File: src/rtl/laser_pkg.sv
// Shared constants and types for the LASER circle-placement block family.
package laser_pkg;

  localparam int N_PTS_DEF     = 40;
  localparam int RADIUS_SQ_DEF = 16;
  localparam int COORD_W       = 4;
  localparam int SCORE_W       = 6;
  localparam int IDX_W         = 6;

  typedef enum logic [1:0] {
    LOAD,
    WAIT,
    EVAL,
    RESP
  } state_t;

endpackage

File: src/rtl/laser_incircle.sv
// Combinational point-in-circle test: hit when dx^2 + dy^2 <= RADIUS_SQ.
// The sum is kept one bit wider than the squares so it never wraps.
module laser_incircle
  import laser_pkg::*;
#(
  parameter int RADIUS_SQ = RADIUS_SQ_DEF
) (
  input  logic [COORD_W-1:0] cx_i,
  input  logic [COORD_W-1:0] cy_i,
  input  logic [COORD_W-1:0] px_i,
  input  logic [COORD_W-1:0] py_i,
  output logic               hit_o
);

  logic [COORD_W-1:0]   dx;
  logic [COORD_W-1:0]   dy;
  logic [2*COORD_W-1:0] dx_sq;
  logic [2*COORD_W-1:0] dy_sq;
  logic [2*COORD_W:0]   dist_sq;

  assign dx      = (px_i >= cx_i) ? (px_i - cx_i) : (cx_i - px_i);
  assign dy      = (py_i >= cy_i) ? (py_i - cy_i) : (cy_i - py_i);
  assign dx_sq   = (2*COORD_W)'(dx) * (2*COORD_W)'(dx);
  assign dy_sq   = (2*COORD_W)'(dy) * (2*COORD_W)'(dy);
  assign dist_sq = {1'b0, dx_sq} + {1'b0, dy_sq};
  assign hit_o   = (32'(dist_sq) <= 32'(RADIUS_SQ));

endmodule

File: src/rtl/laser_score.sv
// Scoring stage for LASER: buffers a point pattern, latches the two chosen
// centres on DONE, counts per-circle and union coverage, returns via valid/ready.
module laser_score
  import laser_pkg::*;
#(
  parameter int N_PTS     = N_PTS_DEF,
  parameter int RADIUS_SQ = RADIUS_SQ_DEF
) (
  input  logic               CLK,
  input  logic               RST,
  input  logic               PT_VALID,
  input  logic [COORD_W-1:0] X,
  input  logic [COORD_W-1:0] Y,
  input  logic [COORD_W-1:0] C1X,
  input  logic [COORD_W-1:0] C1Y,
  input  logic [COORD_W-1:0] C2X,
  input  logic [COORD_W-1:0] C2Y,
  input  logic               DONE,
  output logic               SCORE_VALID,
  input  logic               SCORE_READY,
  output logic [SCORE_W-1:0] SCORE,
  output logic [SCORE_W-1:0] C1_CNT,
  output logic [SCORE_W-1:0] C2_CNT
);

  localparam logic [IDX_W-1:0] IDX_LAST = IDX_W'(N_PTS - 1);

  state_t               state_q, state_d;
  logic [IDX_W-1:0]     idx_q, idx_d;
  logic [COORD_W-1:0]   c1x_q, c1x_d, c1y_q, c1y_d;
  logic [COORD_W-1:0]   c2x_q, c2x_d, c2y_q, c2y_d;
  logic [SCORE_W-1:0]   score_q, score_d;
  logic [SCORE_W-1:0]   c1_cnt_q, c1_cnt_d;
  logic [SCORE_W-1:0]   c2_cnt_q, c2_cnt_d;
  logic                 valid_q, valid_d;
  logic                 eval_vld_q, eval_vld_d;
  logic                 last_q, last_d;
  logic [2*COORD_W-1:0] pt_q;
  logic                 hit1, hit2;
  logic                 idx_last;

  logic [2*COORD_W-1:0] pt_buf [N_PTS];

  // Point buffer has no reset; reads are registered so evaluation lags idx by one cycle.
  always_ff @(posedge CLK) begin
    if (state_q == LOAD && PT_VALID) begin
      pt_buf[idx_q] <= {X, Y};
    end
    pt_q <= pt_buf[idx_q];
  end

  laser_incircle #(.RADIUS_SQ(RADIUS_SQ)) u_in_c1 (
    .cx_i (c1x_q),
    .cy_i (c1y_q),
    .px_i (pt_q[2*COORD_W-1:COORD_W]),
    .py_i (pt_q[COORD_W-1:0]),
    .hit_o(hit1)
  );

  laser_incircle #(.RADIUS_SQ(RADIUS_SQ)) u_in_c2 (
    .cx_i (c2x_q),
    .cy_i (c2y_q),
    .px_i (pt_q[2*COORD_W-1:COORD_W]),
    .py_i (pt_q[COORD_W-1:0]),
    .hit_o(hit2)
  );

  assign idx_last = (idx_q == IDX_LAST);

  always_ff @(posedge CLK or negedge RST) begin
    if (!RST) begin
      state_q    <= LOAD;
      idx_q      <= '0;
      c1x_q      <= '0;
      c1y_q      <= '0;
      c2x_q      <= '0;
      c2y_q      <= '0;
      score_q    <= '0;
      c1_cnt_q   <= '0;
      c2_cnt_q   <= '0;
      valid_q    <= 1'b0;
      eval_vld_q <= 1'b0;
      last_q     <= 1'b0;
    end else begin
      state_q    <= state_d;
      idx_q      <= idx_d;
      c1x_q      <= c1x_d;
      c1y_q      <= c1y_d;
      c2x_q      <= c2x_d;
      c2y_q      <= c2y_d;
      score_q    <= score_d;
      c1_cnt_q   <= c1_cnt_d;
      c2_cnt_q   <= c2_cnt_d;
      valid_q    <= valid_d;
      eval_vld_q <= eval_vld_d;
      last_q     <= last_d;
    end
  end

  always_comb begin
    state_d    = state_q;
    idx_d      = idx_q;
    c1x_d      = c1x_q;
    c1y_d      = c1y_q;
    c2x_d      = c2x_q;
    c2y_d      = c2y_q;
    score_d    = score_q;
    c1_cnt_d   = c1_cnt_q;
    c2_cnt_d   = c2_cnt_q;
    valid_d    = valid_q;
    eval_vld_d = 1'b0;
    last_d     = 1'b0;

    // Accumulate the point fetched on the previous cycle.
    if (eval_vld_q) begin
      c1_cnt_d = c1_cnt_q + SCORE_W'(hit1);
      c2_cnt_d = c2_cnt_q + SCORE_W'(hit2);
      score_d  = score_q + SCORE_W'(hit1 | hit2);
    end
    if (last_q) begin
      valid_d = 1'b1;
    end

    unique case (state_q)
      LOAD: begin
        if (PT_VALID) begin
          if (idx_last) begin
            idx_d   = '0;
            state_d = WAIT;
          end else begin
            idx_d = idx_q + 1'b1;
          end
        end
      end
      WAIT: begin
        if (DONE) begin
          c1x_d    = C1X;
          c1y_d    = C1Y;
          c2x_d    = C2X;
          c2y_d    = C2Y;
          score_d  = '0;
          c1_cnt_d = '0;
          c2_cnt_d = '0;
          idx_d    = '0;
          state_d  = EVAL;
        end
      end
      EVAL: begin
        eval_vld_d = 1'b1;
        if (idx_last) begin
          idx_d   = '0;
          last_d  = 1'b1;
          state_d = RESP;
        end else begin
          idx_d = idx_q + 1'b1;
        end
      end
      RESP: begin
        if (valid_q && SCORE_READY) begin
          valid_d = 1'b0;
          idx_d   = '0;
          state_d = LOAD;
        end
      end
      default: state_d = LOAD;
    endcase
  end

  assign SCORE_VALID = valid_q;
  assign SCORE       = score_q;
  assign C1_CNT      = c1_cnt_q;
  assign C2_CNT      = c2_cnt_q;

endmodule

File: config.mk
export PLATFORM = sky130hd
export DESIGN_NAME = laser_score
export DESIGN_NICKNAME = d
export VERILOG_FILES = /design/src/rtl/laser_pkg.sv /design/src/rtl/laser_incircle.sv /design/src/rtl/laser_score.sv
export SDC_FILE = /design/constraint.sdc
export NUM_CORES = 1
export LEC_CHECK = 0
export BUFFER_PORTS_ARGS = -buffer_cell sky130_fd_sc_hd__buf_2
export CORE_ASPECT_RATIO = 1.5
export CORE_MARGIN = 1.5
export CORE_UTILIZATION = 56
export CTS_BUF_LIST = sky130_fd_sc_hd__clkbuf_8 sky130_fd_sc_hd__clkbuf_16
export DETAILED_ROUTE_END_ITERATION = 8
export GPL_TIMING_DRIVEN = 0
export PLACE_DENSITY = 0.76
export RECOVER_POWER = 50
export REMOVE_ABC_BUFFERS = 1
export SYNTH_ARGS = -nofsm -noshare
export SYNTH_HDL_FRONTEND = slang
export SYNTH_SLANG_ARGS = --single-unit
File: constraint.sdc
create_clock -name CLK -period 5.8 [get_ports CLK]
set_input_delay 1.45 -clock CLK [delete_from_list [all_inputs] [get_ports CLK]]
set_output_delay 1.45 -clock CLK [all_outputs]
set_load 0.05 [all_outputs]
==> impl_metrics.json <==
{
  "run_status": "finished, violations left",
  "violated_checks": "capacitance limit, slew limit, setup timing",
  "final_nets": 1423,
  "arr_time_crit_path_ps": 6570,
  "yosys_most_used_dff": "sky130_fd_sc_hd__edfxtp_1",
  "synth_top_cell_area_share_pct": 55.6,
  "mappedNetlistArea_mm2": 0.0173,
  "fillCellCount": 2174,
  "layout-drive-gt1-share_pct": 16.9,
  "viasPerCell": 6.36,
  "io-pin-count": 48,
  "grtUsageMet2_pct": 48.4,
  "num_cts_buffers": 34,
  "final.hold.worst_slack_ps": 539,
  "rsz0062_at_grt": "true",
  "synthToLayoutAreaGrowth_pct": 11.9,
  "timing.critical_path.from": "c2x_q[0]",
  "path_category_of_the_worst_min_delay_check": "flop to flop",
  "post_synth_inst_count": 1232,
  "timing.setup.critical_path_class": "flop to flop",
  "antenna_left": 0,
  "layout_min_cycle_time_ps": 6200,
  "post_cts_hold_buffer_count": 0,
  "clock_sinks": 373,
  "cts_tree": "done",
  "finalWirelength_mm": 42.0,
  "io_buffers": 47,
  "globalRoute.busiestLayer": "met2",
  "cts_root_buf": "sky130_fd_sc_hd__clkbuf_16",
  "most-common-layout-cells": "320 x sky130_fd_sc_hd__edfxtp_1, 95 x sky130_fd_sc_hd__nor2_1, 78 x sky130_fd_sc_hd__inv_1, 75 x sky130_fd_sc_hd__nand2_1, 60 x sky130_fd_sc_hd__ha_1",
  "grt_overflow_total": 0,
  "placement.cell_area_mm2": 0.0178,
  "die-height_um": 218,
  "setup_violations": 15,
  "dpl_worst_slack_ps": -1440,
  "worst_r2r_setup_slack_ps": -400,
  "clk_pin_slew_worst_paths_ps": 70,
  "synth-seq-cells": 373,
  "post-route-period-util_pct": 107,
  "detail_route.first_pass.iterations": 6,
  "drt_iter0_drc": 1116,
  "worst_pin_slew_ps": 2540,
  "post-synth-top-area-cell": "sky130_fd_sc_hd__edfxtp_1",
  "grtUsageTotal_pct": 26.8,
  "cts_buffer_depth": 3,
  "maxCapViolations": 11,
  "fin_area_mm2": 0.0193,
  "fp-row-count": 78,
  "timing.final.ws_setup_ps": -404,
  "core_area_mm2": 0.0304,
  "htreeDepth": 2,
  "main_area_contributors_after_synthesis": "sky130_fd_sc_hd__edfxtp_1 56%, sky130_fd_sc_hd__dfrtp_1 6.5%, sky130_fd_sc_hd__ha_1 5.4%",
  "global_route_wire_length_before_repair_mm": 64.0,
  "async_flop_share_pct": 12.1,
  "endpoint_kind": "flop",
  "initial_core_util_pct": 56.9,
  "finalWeightedCongestion": 0.878,
  "cp_max_fo": 2,
  "ff_latch_area_mm2": 0.0109,
  "grt_pass1_vias": 11050,
  "grt_util_met3_pct": 3.88,
  "crit_required_ps": 6160,
  "grt_start_max_net_pins": 70,
  "antenna-diode-count": 0,
  "drc": 0,
  "place_hpwl_mm": 27.0,
  "floorplan.die_area_mm2": 0.0319,
  "clock-skew-final_ps": 17.3,
  "crit_end": "C2_CNT[5]",
  "antenna_found_initial": 0,
  "synth_enable_flop_cells": 320,
  "yosysWarningCount": 0,
  "final_hold_vios": 0,
  "final-max-slew-violation-count": 387,
  "synthesized_area_per_cell_um2": 14.0,
  "ys_seq_area_share_pct": 63.1,
  "vias": 10921,
  "relative_slew_margins_pct": -69.0,
  "grt_util_met1_pct": 30.6,
  "worst_skew_pair.late_latency_ps": 540,
  "startpoint_types": "flop",
  "multi_input_area_mm2": 0.00606,
  "layout_commonest_cell": "sky130_fd_sc_hd__edfxtp_1",
  "die_width_um": 146,
  "regToRegStartpoint": "c2x_q[0]",
  "route.detailed.wl_per_inst_um": 24.5,
  "fmaxAchievable_mhz": 161,
  "regToRegEndpoint": "C2_CNT[5]",
  "r2r.worst_path.cells": 27,
  "synth.lib_cells_used.distinct": 62
}
worst max-delay path, stage by stage, from the launching register on:
cell,delay [ps]
sky130_fd_sc_hd__dfrtp_1,390
sky130_fd_sc_hd__ha_4,160
sky130_fd_sc_hd__inv_2,40
sky130_fd_sc_hd__fa_2,360
sky130_fd_sc_hd__a21oi_4,160
sky130_fd_sc_hd__o211ai_1,100
sky130_fd_sc_hd__buf_4,170
sky130_fd_sc_hd__mux2i_4,190
sky130_fd_sc_hd__xor2_2,180
sky130_fd_sc_hd__nand2b_4,150
sky130_fd_sc_hd__fa_1,500
sky130_fd_sc_hd__fa_1,460
sky130_fd_sc_hd__fa_1,540
sky130_fd_sc_hd__inv_2,40
sky130_fd_sc_hd__fa_1,480
sky130_fd_sc_hd__ha_2,200
sky130_fd_sc_hd__inv_2,40
sky130_fd_sc_hd__fa_2,520
sky130_fd_sc_hd__o21ai_2,60
sky130_fd_sc_hd__a221oi_2,180
sky130_fd_sc_hd__buf_4,200
sky130_fd_sc_hd__buf_4,120
sky130_fd_sc_hd__buf_6,90
sky130_fd_sc_hd__ha_4,130
sky130_fd_sc_hd__nand4_1,130
sky130_fd_sc_hd__buf_4,200
sky130_fd_sc_hd__o21ai_1,140
sky130_fd_sc_hd__a21oi_1,90
cell type report:
cell class                 instances  share of cell area [%]
inverter                          79                    1.55
clock inverter                    27                   0.887
tap                              400                    2.59
multi-input combinational        726                    31.4
clock buffer                      35                    4.47
timing repair buffer              76                    2.69
sequential                       373                    56.4
repair_timing:
action	4_1_cts	5_1_grt
setup buffers	18	10
gates resized for setup	46	26
endpoints found under the setup margin	18	18
pin swaps	37	27
synth_stat cells, drive strengths merged, types with 9 or more instances:
library cell / number
o21ai: 62
nor2: 96
edfxtp: 320
xor2: 12
and2: 9
o211ai: 9
dfrtp: 45
a22oi: 32
ha: 74
a221oi: 41
mux2i: 52
nand4: 13
clkbuf: 19
inv: 79
nand2b: 10
buf: 35
mux4: 17
mux2: 29
nand2: 75
o22ai: 17
nor2b: 16
fa: 30
a31oi: 12
a21oi: 27
worst min-delay path by stage:
| stage | end | from | depth (start not counted) |
|---|---|---|---|
| floorplan | SCORE_VALID | last_q | 2 |
| global placement | SCORE_VALID | last_q | 2 |
| detailed placement | SCORE_VALID | last_q | 2 |
| CTS | SCORE_VALID | last_q | 2 |
| global route | SCORE_VALID | last_q | 2 |
| finish | SCORE_VALID | last_q | 2 |
layer usage:
| layer | wire length (um) | vias to the layer above | part of all wire, % |
|---|---|---|---|
| met1 | 14700 | 5430 | 35 |
| met2 | 21800 | 572 | 52 |
| met3 | 3240 | 148 | 7.7 |
| met4 | 2380 | 0 | 5.6 |
| met5 | 0 | - | 0 |
| li1 | - | 4771 | - |
cells by family after synthesis:
kind of cell | share of synthesized area, %
flip-flops | 63.1
AND/OR/NAND/NOR | 7.15
AO/OA/AOI/OAI | 9.81
buffers and inverters | 3.30
adder cells (fa/ha/maj) | 8.84
multiplexers | 7.12
XOR/XNOR | 0.710
registers in the layout, indices dropped and copies added (netlist names):
signal / cells
C1_CNT: 6
C2_CNT: 6
SCORE: 6
SCORE_VALID: 1
c1x_q: 4
c1y_q: 4
c2x_q: 4
c2y_q: 4
eval_vld_q: 1
idx_q: 6
last_q: 1
pt_buf: 320
pt_q: 8
state_q: 2
metrics by stage:
stage,util [%],instances,TNS (ps)
after floorplan,-,1178,-97.8
after global placement,58.4,1625,-34420
after detailed placement,58.7,1628,-15470
after CTS,63.1,1708,-3970
after global routing,63.7,1716,-7490
final,63.7,1716,-3500
Power is not shown: default switching activity piles up to over one toggle a cycle in this logic, so the estimate is an artifact.
